<file path="config.mk">
export PLATFORM = sky130hd
export DESIGN_NAME = pe_output_collector
export DESIGN_NICKNAME = d
export VERILOG_FILES = /design/src/rtl/pe_collect_pkg.sv /design/src/rtl/pe_collect_fifo.sv /design/src/rtl/pe_output_collector.sv
export SDC_FILE = /design/constraint.sdc
export NUM_CORES = 1
export LEC_CHECK = 0
export ABC_AREA = 0
export BUFFER_PORTS_ARGS = -buffer_cell sky130_fd_sc_hd__buf_2
export CORE_MARGIN = 4
export CORE_UTILIZATION = 65
export CTS_CLUSTER_SIZE = 28
export DETAILED_ROUTE_END_ITERATION = 8
export PLACE_DENSITY = 0.87
export SYNTH_ARGS = -nofsm -noshare
export SYNTH_HDL_FRONTEND = slang
export SYNTH_SLANG_ARGS = --single-unit
</file>
<file path="constraint.sdc">
create_clock -name clk -period 4.6 [get_ports clk]
set_input_delay 1.38 -clock clk [delete_from_list [all_inputs] [get_ports clk]]
set_output_delay 1.38 -clock clk [all_outputs]
set_load 0.01 [all_outputs]
</file>
<file path="src/rtl/pe_collect_pkg.sv">
// Shared widths, rounding constants, clip bounds and FIFO entry type
// for the luma PE output collector.
package pe_collect_pkg;

  localparam int PE_OUT_W   = 17;
  localparam int WORD_W     = 32;
  localparam int UNI_SHIFT  = 6;
  localparam int UNI_OFFSET = 32;

  localparam logic signed [17:0] UNI_MIN = 18'sd0;
  localparam logic signed [17:0] UNI_MAX = 18'sd255;
  localparam logic signed [17:0] BI_MIN  = -18'sd32768;
  localparam logic signed [17:0] BI_MAX  = 18'sd32767;

  typedef struct packed {
    logic [WORD_W-1:0] data;
    logic [3:0]        keep;
    logic              last;
  } fifo_entry_t;

  typedef enum logic {
    IDLE = 1'b0,
    FILL = 1'b1
  } pack_state_t;

endpackage

</file>
<file path="src/rtl/pe_collect_fifo.sv">
// First-word fall-through FIFO of packed words; head reads as zero
// while empty.
module pe_collect_fifo
  import pe_collect_pkg::*;
#(
  parameter int DEPTH = 4
) (
  input  logic        clk,
  input  logic        reset_n,
  input  logic        push,
  input  fifo_entry_t din,
  input  logic        pop,
  output fifo_entry_t dout,
  output logic        full,
  output logic        empty
);

  localparam int AW = (DEPTH > 1) ? $clog2(DEPTH) : 1;

  fifo_entry_t mem [DEPTH];

  logic [AW-1:0] wr_ptr;
  logic [AW-1:0] rd_ptr;
  logic [AW:0]   cnt;
  logic          do_push;
  logic          do_pop;

  assign full    = (cnt == (AW+1)'(DEPTH));
  assign empty   = (cnt == '0);
  assign do_pop  = pop && !empty;
  // a pop frees the slot the push lands in when full
  assign do_push = push && (!full || do_pop);
  assign dout    = empty ? '0 : mem[rd_ptr];

  always_ff @(posedge clk) begin
    if (do_push) mem[wr_ptr] <= din;
  end

  always_ff @(posedge clk or negedge reset_n) begin
    if (!reset_n) begin
      wr_ptr <= '0;
      rd_ptr <= '0;
      cnt    <= '0;
    end else begin
      if (do_push) wr_ptr <= wr_ptr + AW'(1);
      if (do_pop)  rd_ptr <= rd_ptr + AW'(1);
      unique case ({do_push, do_pop})
        2'b10:   cnt <= cnt + (AW+1)'(1);
        2'b01:   cnt <= cnt - (AW+1)'(1);
        default: cnt <= cnt;
      endcase
    end
  end

endmodule

</file>
<file path="src/rtl/pe_output_collector.sv">
// Rounds/clips PE samples, packs them into 32-bit words, buffers in a FIFO.
// Optional saturation counter: define PE_COLLECT_SAT_CNT_EN.
module pe_output_collector
  import pe_collect_pkg::*;
#(
  parameter int FIFO_DEPTH = 4
) (
  input  logic                clk,
  input  logic                reset_n,
  input  logic                Vin,
  input  logic [PE_OUT_W-1:0] InData,
  input  logic                bi_pred,
  input  logic                blk_last,
  output logic                out_valid,
  input  logic                out_ready,
  output logic [WORD_W-1:0]   out_data,
  output logic [3:0]          out_keep,
  output logic                out_last,
  output logic                overflow
`ifdef PE_COLLECT_SAT_CNT_EN
  ,
  output logic [15:0]         sat_cnt
`endif
);

  logic signed [17:0] ext;
  logic signed [17:0] ofs;
  logic signed [17:0] sh;
  logic [1:0]         in_lp;
  logic               in_bi;
  logic               eff_bi;
  logic               in_full;
  logic [15:0]        p;
  logic               sat;

  logic        s1_valid;
  logic [15:0] s1_p;
  logic        s1_last;
  logic        s1_bi;
  logic        s1_sat;

  assign ext = {InData[PE_OUT_W-1], InData};
  assign ofs = 18'(UNI_OFFSET);
  assign sh  = (ext + ofs) >>> UNI_SHIFT;

  // word mode is chosen by the first sample and held so rounding matches packing
  assign eff_bi  = (in_lp == 2'd0) ? bi_pred : in_bi;
  assign in_full = eff_bi ? (in_lp == 2'd1) : (in_lp == 2'd3);

  always_comb begin
    p   = '0;
    sat = 1'b0;
    unique case (1'b1)
      eff_bi: begin
        if (ext < BI_MIN) begin
          p   = BI_MIN[15:0];
          sat = 1'b1;
        end else if (ext > BI_MAX) begin
          p   = BI_MAX[15:0];
          sat = 1'b1;
        end else begin
          p = ext[15:0];
        end
      end
      !eff_bi: begin
        if (sh < UNI_MIN) begin
          p   = {8'b0, UNI_MIN[7:0]};
          sat = 1'b1;
        end else if (sh > UNI_MAX) begin
          p   = {8'b0, UNI_MAX[7:0]};
          sat = 1'b1;
        end else begin
          p = {8'b0, sh[7:0]};
        end
      end
    endcase
  end

  always_ff @(posedge clk or negedge reset_n) begin
    if (!reset_n) begin
      s1_valid <= 1'b0;
      s1_p     <= '0;
      s1_last  <= 1'b0;
      s1_bi    <= 1'b0;
      in_lp    <= '0;
      in_bi    <= 1'b0;
    end else begin
      s1_valid <= Vin;
      if (Vin) begin
        s1_p    <= p;
        s1_last <= blk_last;
        s1_bi   <= eff_bi;
        in_bi   <= eff_bi;
        in_lp   <= (in_full || blk_last) ? 2'd0 : in_lp + 2'd1;
      end
    end
  end

`ifdef PE_COLLECT_SAT_CNT_EN
  always_ff @(posedge clk or negedge reset_n) begin
    if (!reset_n) s1_sat <= 1'b0;
    else if (Vin) s1_sat <= sat;
  end

  always_ff @(posedge clk or negedge reset_n) begin
    if (!reset_n) begin
      sat_cnt <= '0;
    end else if (s1_valid && s1_sat && sat_cnt != 16'hFFFF) begin
      sat_cnt <= sat_cnt + 16'd1;
    end
  end
`else
  assign s1_sat = 1'b0;
  logic unused_sat;
  assign unused_sat = &{1'b0, sat, s1_sat};
`endif

  pack_state_t       state;
  logic [1:0]        lp;
  logic              word_bi;
  logic [WORD_W-1:0] data_q;
  logic [3:0]        keep_q;
  logic              mode;
  logic              full_lane;
  logic              close;
  logic [WORD_W-1:0] wdata;
  logic [3:0]        wkeep;
  logic              push_q;
  fifo_entry_t       push_entry;

  assign mode      = (state == IDLE) ? s1_bi : word_bi;
  assign full_lane = mode ? (lp == 2'd1) : (lp == 2'd3);
  assign close     = s1_valid && (full_lane || s1_last);

  always_comb begin
    wdata = data_q;
    wkeep = keep_q;
    unique case (1'b1)
      mode: begin
        wdata = data_q | ({16'b0, s1_p} << {lp[0], 4'b0000});
        wkeep = keep_q | (4'b0011 << {lp[0], 1'b0});
      end
      !mode: begin
        wdata = data_q | ({24'b0, s1_p[7:0]} << {lp, 3'b000});
        wkeep = keep_q | (4'b0001 << lp);
      end
    endcase
  end

  always_ff @(posedge clk or negedge reset_n) begin
    if (!reset_n) begin
      state      <= IDLE;
      lp         <= '0;
      word_bi    <= 1'b0;
      data_q     <= '0;
      keep_q     <= '0;
      push_q     <= 1'b0;
      push_entry <= '0;
    end else begin
      push_q <= close;
      if (close) push_entry <= '{data: wdata, keep: wkeep, last: s1_last};
      if (s1_valid) begin
        if (close) begin
          state  <= IDLE;
          lp     <= '0;
          data_q <= '0;
          keep_q <= '0;
        end else begin
          state  <= FILL;
          lp     <= lp + 2'd1;
          data_q <= wdata;
          keep_q <= wkeep;
          if (state == IDLE) word_bi <= s1_bi;
        end
      end
    end
  end

  fifo_entry_t head;
  logic        f_full;
  logic        f_empty;
  logic        pop;

  assign out_valid = !f_empty;
  assign pop       = out_valid && out_ready;
  assign out_data  = head.data;
  assign out_keep  = head.keep;
  assign out_last  = head.last;

  pe_collect_fifo #(.DEPTH(FIFO_DEPTH)) u_fifo (
    .clk     (clk),
    .reset_n (reset_n),
    .push    (push_q),
    .din     (push_entry),
    .pop     (pop),
    .dout    (head),
    .full    (f_full),
    .empty   (f_empty)
  );

  always_ff @(posedge clk or negedge reset_n) begin
    if (!reset_n) overflow <= 1'b0;
    else if (push_q && f_full && !pop) overflow <= 1'b1;
  end

endmodule
</file>
## Word-level counts from Yosys, hierarchy flattened

Memory sizes are Yosys's and may differ from the RTL's.
Cells that the tools add are included.

- Register bits after elaboration: 107
- Bits in writable memories: 148
- Bits of input ports: 23
- Output and inout port bits: 39
- Logic and storage cells: 84
- Memories kept: 1

- Add/subtract/negate cells: 7
- Magnitude comparators: 4
- Eq/ne operators: 7
- Shift operators: 4
- Muxes and demuxes: 20
- Bitwise operators: 5
- Reductions and logical operators: 18

Memories:

| memory | words | bits a word | read ports | clocked after memory_dff | wr ports | line | text |
|---|---|---|---|---|---|---|---|
| u_fifo.mem | 4 | 37 | 1 | 0 | 1 | pe_collect_fifo.sv:20 | `fifo_entry_t mem [DEPTH];` |

Operators with widths:

| kind | number |
|---|---|
| bitwise OR 32 bit | 2 |
| case mux 32 bit (2 select lines) | 1 |
| 2-to-1 mux 37 bit | 1 |
| 2-to-1 mux 16 bit | 2 |
| 2-to-1 mux 32 bit | 1 |
| case mux 16 bit (2 select lines) | 1 |
| left shift 16 x 5 -> 32 bit | 1 |
| left shift 8 x 5 -> 32 bit | 1 |
| adder 17 x 7 -> 18 bit, second input constant | 1 |
| greater-than comparator 17 x 16 -> 1 bit, second input constant | 1 |
| < comparator 17 x 16 -> 1 bit, second input constant | 1 |
| 2-to-1 mux 8 bit | 2 |
| greater-than comparator 12 x 9 -> 1 bit, second input constant | 1 |
| < comparator 12 x 1 -> 1 bit, second input constant | 1 |
| adder 2 x 1 -> 2 bit, second input constant | 4 |
| bitwise OR 4 bit | 2 |
| case mux 4 bit (2 select lines) | 1 |
| 2-to-1 mux 1 bit | 7 |
| equality test 2 x 1 -> 1 bit, second input constant | 3 |
| equality test 2 bit, second input constant | 3 |
| logical AND 1 bit | 6 |
| case mux 3 bit (2 select lines) | 1 |
| logical NOT 1 bit | 5 |
| 2-to-1 mux 2 bit | 2 |
| other kinds (12) | 14 |

## Longest topological paths before layout

Gate-level depths: netlist of the first run.

- Depth in word-level cells: 8
- Mapped depth: 10
- Depth with buffers taken out: 9

## Cells and area by module

Synthesis of the first run repeated with hierarchy kept, for this count alone.

- Cells, all modules: 732
- Area, all modules: 10583.9 um^2

Modules (own cells, without submodules):

| module | times used | cells an instance | area each (um^2) | seq. area each (um^2) |
|---|---|---|---|---|
| pe_collect_fifo | 1 | 273 | 6009.5 | 4619.4 |
| pe_output_collector | 1 | 459 | 4574.4 | 2502.4 |

## Least setup slack after synthesis of the first run

No wires, ideal clock.

- Kind: input-to-reg
- Start: input out_ready
- End: memory u_fifo.mem[0][0] (netlist name), enable pin
- Setup time: 398 ps
- Arrival: 2686 ps
- Data required time: 4202 ps
- Path slack: 1517 ps
- Cell stages on the path: 4
- Path buffers: 1
- Path through: nor4b_1 -> nor2b_1 -> clkbuf_1 -> and2_1

- Cells in the longest elaborated chain, start to end: 6

Ends and longest elaborated chain:

| item | line | text |
|---|---|---|
| from (decl) | pe_output_collector.sv:15 | `input logic out_ready,` |
| logical AND 1 bit | pe_output_collector.sv:185 | `assign pop = out_valid && out_ready;` |
| logical AND 1 bit | pe_collect_fifo.sv:30 | `assign do_pop = pop && !empty;` |
| logical OR 1 bit | pe_collect_fifo.sv:32 | `assign do_push = push && (!full \|\| do_pop);` |
| logical AND 1 bit | pe_collect_fifo.sv:32 |  |
| 2-to-1 mux 1 bit | pe_collect_fifo.sv:36 | `if (do_push) mem[wr_ptr] <= din;` |
| 2-to-1 mux 1 bit (implied by the code) | pe_collect_fifo.sv:36 |  |
| to (decl) | pe_collect_fifo.sv:20 |  |

No other way between the ends.

## Worst setup path in the final report of the first run

- Start: register u_fifo.rd_ptr[0]
- End: output out_data[3]

- Cells in the longest elaborated chain, start to end: 2

Ends and longest elaborated chain:

| item | line | text |
|---|---|---|
| from (decl) | pe_collect_fifo.sv:23 | `logic [AW-1:0] rd_ptr;` |
| from (signal assigned) | pe_collect_fifo.sv:46 | `if (do_pop) rd_ptr <= rd_ptr + AW'(1);` |
| memory read (4 x 37 bit) | -- |  |
| 2-to-1 mux 37 bit | pe_collect_fifo.sv:33 | `assign dout = empty ? '0 : mem[rd_ptr];` |
| to (decl) | pe_output_collector.sv:16 | `output logic [WORD_W-1:0] out_data,` |

No other way between the ends.

==> results of run 1 <==
-- critical path, delay by kind of cell (launching register included) --
kind | cells | cell delay, ps
DFF | 1 | 720
muxes | 1 | 560
buffers and inverters | 2 | 510
and+or+nand+nor | 1 | 180
-- cell usage in the layout, fill, tap and decap left out, drive strengths merged, types with 3 or more instances in the layout --
cell type / synthesis / final
and2: 43 / 43
nand2: 29 / 29
a311oi: 8 / 8
nor2: 38 / 38
o21a: 3 / 3
a31oi: 8 / 8
clkinv: 1 / 9
mux2i: 4 / 4
a22o: 5 / 5
mux4: 37 / 37
xnor2: 8 / 8
nand4: 4 / 4
nor3: 12 / 12
dfrtp: 107 / 107
xor2: 5 / 5
o31ai: 8 / 8
ha: 11 / 11
buf: 16 / 75
edfxtp: 148 / 148
a21oi: 115 / 115
clkbuf: 32 / 33
inv: 27 / 27
o21ai: 29 / 29
o211ai: 10 / 10
o22ai: 5 / 5
nand3: 8 / 8
o2bb2ai: 8 / 8
-- worst paths after layout --
kind / startpoint / slack (ps) / end / depth (start not counted)
worst min-delay path: overflow / 450 / overflow / 1
min in group asynchronous: reset_n / 1070 / u_fifo.wr_ptr[0] / 1
worst max-delay path: u_fifo.rd_ptr[0] / 730 / out_data[3] / 4
worst min register to register: overflow / 450 / overflow / 1
worst max register to register: u_fifo.cnt[0] / 1800 / u_fifo.cnt[2] / 8
max in group asynchronous: reset_n / 2750 / s1_bi / 2
-- cells by family after synthesis --
family / Yosys count
flip-flops: 255
multiplexers: 43
AO/OA/AOI/OAI: 209
buffers and inverters: 76
AND/OR/NAND/NOR: 145
adder cells (fa/ha/maj): 12
XOR/XNOR: 13
-- stage by stage --
step / utilization (%) / cell area, um2 / total power, mW / setup WS, ps / hold WS (ps)
2_1_floorplan: - / 10600 / 4.995 / 1517 / 436.7
3_3_place_gp: 69.48 / 11080 / 5.580 / 1294 / 445.0
3_5_place_dp: 69.48 / 11080 / 5.777 / 1218 / 441.6
4_1_cts: 74.23 / 11830 / 7.734 / 665.1 / 457.7
5_1_grt: 74.23 / 11830 / 8.087 / 581.8 / 464.0
6_report: 74.23 / 11830 / 7.709 / 732.1 / 452.1
-- state kept, by name, indices dropped and copies added, names as in the netlist, 2 cells and up --
register	count
u_fifo.cnt	3
data_q	32
lp	2
s1_p	16
u_fifo.rd_ptr	2
in_lp	2
u_fifo.mem	148
push_entry	37
u_fifo.wr_ptr	2
keep_q	4
-- cell type report --
| cell class | instances | area, um2 |
|---|---|---|
| multi-input cells | 422 | 3166 |
| inverters | 28 | 105.1 |
| flip-flops and latches | 255 | 7123 |
| well taps | 216 | 270.3 |
| fillers | 983 | 4109 |
| clock inverters | 11 | 101.3 |
| repair buffers | 75 | 412.9 |
| clock buffers | 33 | 655.6 |
-- report_power, final --
group	switching [mW]	internal [mW]	total (mW)
logic	1.18	0.953	2.14
registers	0.506	3.15	3.66
clock network	0.804	1.11	1.91
-- layer usage --
metal  vias up  routed length, um
met5         -                  0
met4         0                719
met3        63               2006
met2       410              11960
met1      3387               8734
li1       2942                  -
==> metrics.txt, run 1 <==
status=completed; Total Routing Usage GR=a little over a quarter; port bufs=61; area grow syn2layout=11.61%; #FFs+latches synth=255; Slowest Stage Delay on Critical Path=720 ps; syn_nets=around 790; largest net degree at the start of global routing=91; DIE AREA=18,420 um2; count leader, synth=edfxtp_1; post-synthesis cell count=753; setup repair bufs after CTS=0; worst clock skew=10.88 ps; Adder-Cell Fraction of Synth Area=around 1.5%; DR WL/cell=22.52 um; met1 Track Usage GR=between 30% and 40%; f_max=258.5 MHz; RSZ-0062 raised after global routing=false; post-synthesis mux area share=8.449%; measured slew at the worst slew-check pin=1180 ps; CTS tree=done; P_leak=4.437 nW; GRT met2 Usage=45.46%; worst endpoint data arrival time=2490 ps; WL final=roughly 23 mm; Root Buffer=clkbuf_16; drt pass-1 iters=5; CP Class=flop to primary output; Setup Viol. Count Final=0; hold buffers post-CTS=0; total core area=between 15,000 and 20,000 um2; Max-cap violations=0; Rel. slew slack=21.34%; ys async rst share=41.96%; Finished Layout Cells=1,040; Ys Warns=0; vias in the first global route=slightly below 7,000; post-route ant nets=0; Setup TNS=0 ps; gp weighted congestion=0.9492; Seq/Total Area, Yosys=67.17%; die width=approximately 140 um; cell taking the most area after synthesis=edfxtp_1; slowest library cell on the worst path=dfrtp_2; global route hottest layer=met2; Core Rows=46; crit-path cells=buf_4, mux4_2, and2_1, buf_2; Fin. Hold Viols=0; gr ovfl total=0; Starting DRT DRC Count=729; clk sinks=255; via count=around 6,800; initial antenna violation count=0; Post-Synth Simple-Gate Area=6.868%; vias per inst=6.540; Slew Limit Fails=0; CP Capture Type=primary output; crit start category=flop; Synth top area share=a little over two fifths; Post-DP HPWL=13.81 mm; post-CTS sizing=0; share of cells above drive strength 1=19.17%; H-Tree Depth=1; Clock transition at path regs=60 ps; DRC=0; top post-synthesis cells by count=148 x edfxtp_1, 107 x dfrtp_1, 105 x a21oi_1; Yosys cell types=a little under 50; largest family of logic cells by synthesized area=compound AO/OA/AOI/OAI gates; Synth Flop Type=edfxtp_1; num ports=62; first-pass GRT wire length=37.00 mm; total CTS buffers=24; initial core utilization=between 60 and 70%; Final min period=3868 ps; Required @ worst endpoint=3220 ps; GR Layer Usage met3=4.123%; EDFF count, synth=148; mapped cell area=10,600 um2; diode count=0; Tcrit/Tclk final=a little over four fifths; Max Fanout on Critical Path=17; Worst Hold Class=flop to flop; Synth Area in XOR/XNOR=between 1 and 1.5%; Clock Latency Late Sink=510 ps; top cells by area, synth=edfxtp_1 42%, dfrtp_1 25%, mux4_2 7.9%; syn avg cell area=around 14 um2; total placed cells including tap cells=~1,000; height of the die=approximately 140 um; maximum vdd drop=between 0.3 and 0.4 mV; maximum buffer depth of the clock tree=3; Synth Area in Compound Gates=11.97%; Power per Cell Area=between 600 and 700 nW/um2; Nets=841
No activity file was read; power rests on OpenSTA's default activity.
==> inputs of run 2 (changes only) <==
--- a/config.mk
+++ b/config.mk
@@ -8,10 +8,10 @@
 export ABC_AREA = 0
 export BUFFER_PORTS_ARGS = -buffer_cell sky130_fd_sc_hd__buf_2
 export CORE_MARGIN = 4
-export CORE_UTILIZATION = 65
+export CORE_UTILIZATION = 55
 export CTS_CLUSTER_SIZE = 28
 export DETAILED_ROUTE_END_ITERATION = 8
-export PLACE_DENSITY = 0.87
+export PLACE_DENSITY = 0.79
 export SYNTH_ARGS = -nofsm -noshare
 export SYNTH_HDL_FRONTEND = slang
 export SYNTH_SLANG_ARGS = --single-unit
==> constraint.sdc (replaced) <==
create_clock -name clk -period 3.2 [get_ports clk]
set_input_delay 0.96 -clock clk [delete_from_list [all_inputs] [get_ports clk]]
set_output_delay 0.96 -clock clk [all_outputs]
set_load 0.01 [all_outputs]
==> metrics.txt, run 2 (synthesis gave the netlist of run 1 again) <==
share of cells above drive strength 1=20.26%; initial antenna violation count=0; Nets=851; Setup Viol. Count Final=0; Regs by FF count=u_fifo.mem x148, push_entry x37, data_q x32; Util after Layout=64.03%; post-route ant nets=0; WL final=21.43 mm; Max-cap violations=0; Root Buffer=clkbuf_16; RSZ-0062 raised after global routing=false; CTS tree=done; CP Class=flop to primary output; DR WL/cell=around 20 um; measured slew at the worst slew-check pin=1032 ps; Setup WS post-layout=109.8 ps; Slew Limit Fails=0; f_max=~320 MHz; Biggest register=u_fifo.mem; Clock Latency Late Sink=510 ps; vias per inst=between 5 and 6; Required @ worst endpoint=between 2000 and 2500 ps; num ports=62; Setup TNS=0 ps; Tcrit/Tclk final=96.57%; first-pass GRT wire length=34.27 mm; CP Capture Type=primary output; Total Routing Usage GR=19.72%; gp weighted congestion=a little under 0.9; setup repair bufs after CTS=0; max FFs per register=148; total core area=18,830 um2; Fin. Hold Viols=0; worst clock skew=8.581 ps; Clock transition at path regs=60 ps; Max Fanout on Critical Path=14; height of the die=146.8 um; maximum vdd drop=0.5916 mV; worst endpoint data arrival time=2130 ps; H-Tree Depth=1; DP Worst Slack=slightly below 400 ps; vias in the first global route=~6,400; commonest cells after routing, fill and taps aside=148 x edfxtp_1, 106 x dfrtp_1, 105 x a21oi_1; total CTS buffers=25; DIE AREA=21,560 um2; Rel. slew slack=30.74%; Starting DRT DRC Count=641; Worst Hold Class=input port to async pin; via count=6,479; port bufs=61; Power per Cell Area=915.1 nW/um2; Post-DP HPWL=12.88 mm; crit start category=flop; post-CTS sizing=0; largest net degree at the start of global routing=57; drt pass-1 iters=5; gr ovfl total=0; status=completed; maximum buffer depth of the clock tree=3; P_leak=about 4.5 nW; clk sinks=approximately 260; diode count=0; commonest non-fill, non-tap cell in the layout=edfxtp_1; Final min period=3090 ps; initial core utilization=a little under three fifths; hold buffers post-CTS=0; area grow syn2layout=13.72%; die width=146.8 um; Core Rows=50; DRC=0
run 2: worst max-delay path, stage by stage, from the launching register on:
cell and delay (ps):
dfrtp_2 530, clkbuf_16 270, mux4_2 520, and2_1 170, buf_2 130
run 2: power by group:
part	total, mW	internal, mW	leakage [nW]	switching [mW]
combinational	3.15	1.47	1.50	1.68
sequential	5.17	4.53	2.65	0.644
clock	2.71	1.55	0.366	1.16
total	11.0	7.56	4.51	3.48
run 2: path summary, 6_finish.rpt:
| check | start | endpoint | slack (ps) | cells after the start |
|---|---|---|---|---|
| max in group asynchronous | reset_n | push_entry[2] | 2090 | 2 |
| worst max register to register | state | push_entry[24] | 580 | 5 |
| worst min register to register | overflow | overflow | 460 | 1 |
| worst max-delay path | u_fifo.rd_ptr[0] | out_last | 110 | 4 |
| worst min-delay path | reset_n | u_fifo.wr_ptr[0] | 420 | 1 |
| min in group clk | overflow | overflow | 460 | 1 |
run 2: stage by stage:
stage | instance area [um2] | cells | power (mW) | hold WS, ps
2_1_floorplan | 10600 | 753 | 7.180 | 436.7
3_3_place_gp | 11280 | 1048 | 8.207 | 437.5
3_5_place_dp | 11280 | 1048 | 8.340 | 445.0
4_1_cts | 12030 | 1093 | 11.08 | 434.0
5_1_grt | 12060 | 1094 | 11.67 | 444.0
6_report | 12060 | 1094 | 11.03 | 418.6
run 2: layout make-up:
type,instances,area [um2]
Sequential cell,255,7123
Fill cell,1337,6773
Multi-Input combinational cell,422,3166
Clock buffer,36,676.9
Timing Repair Buffer,84,585.6
Tap cell,260,325.3
Inverter,28,105.1
Clock inverter,9,76.32
run 2: layer usage:
metal | routed length, um | global-route usage, % | vias to the layer above
li1 | - | - | 2957
met1 | 9072 | 28.14 | 3239
met2 | 10450 | 31.90 | 248
met3 | 1451 | 2.930 | 35
met4 | 456 | 6.115 | 0
met5 | 0 | 0 | -
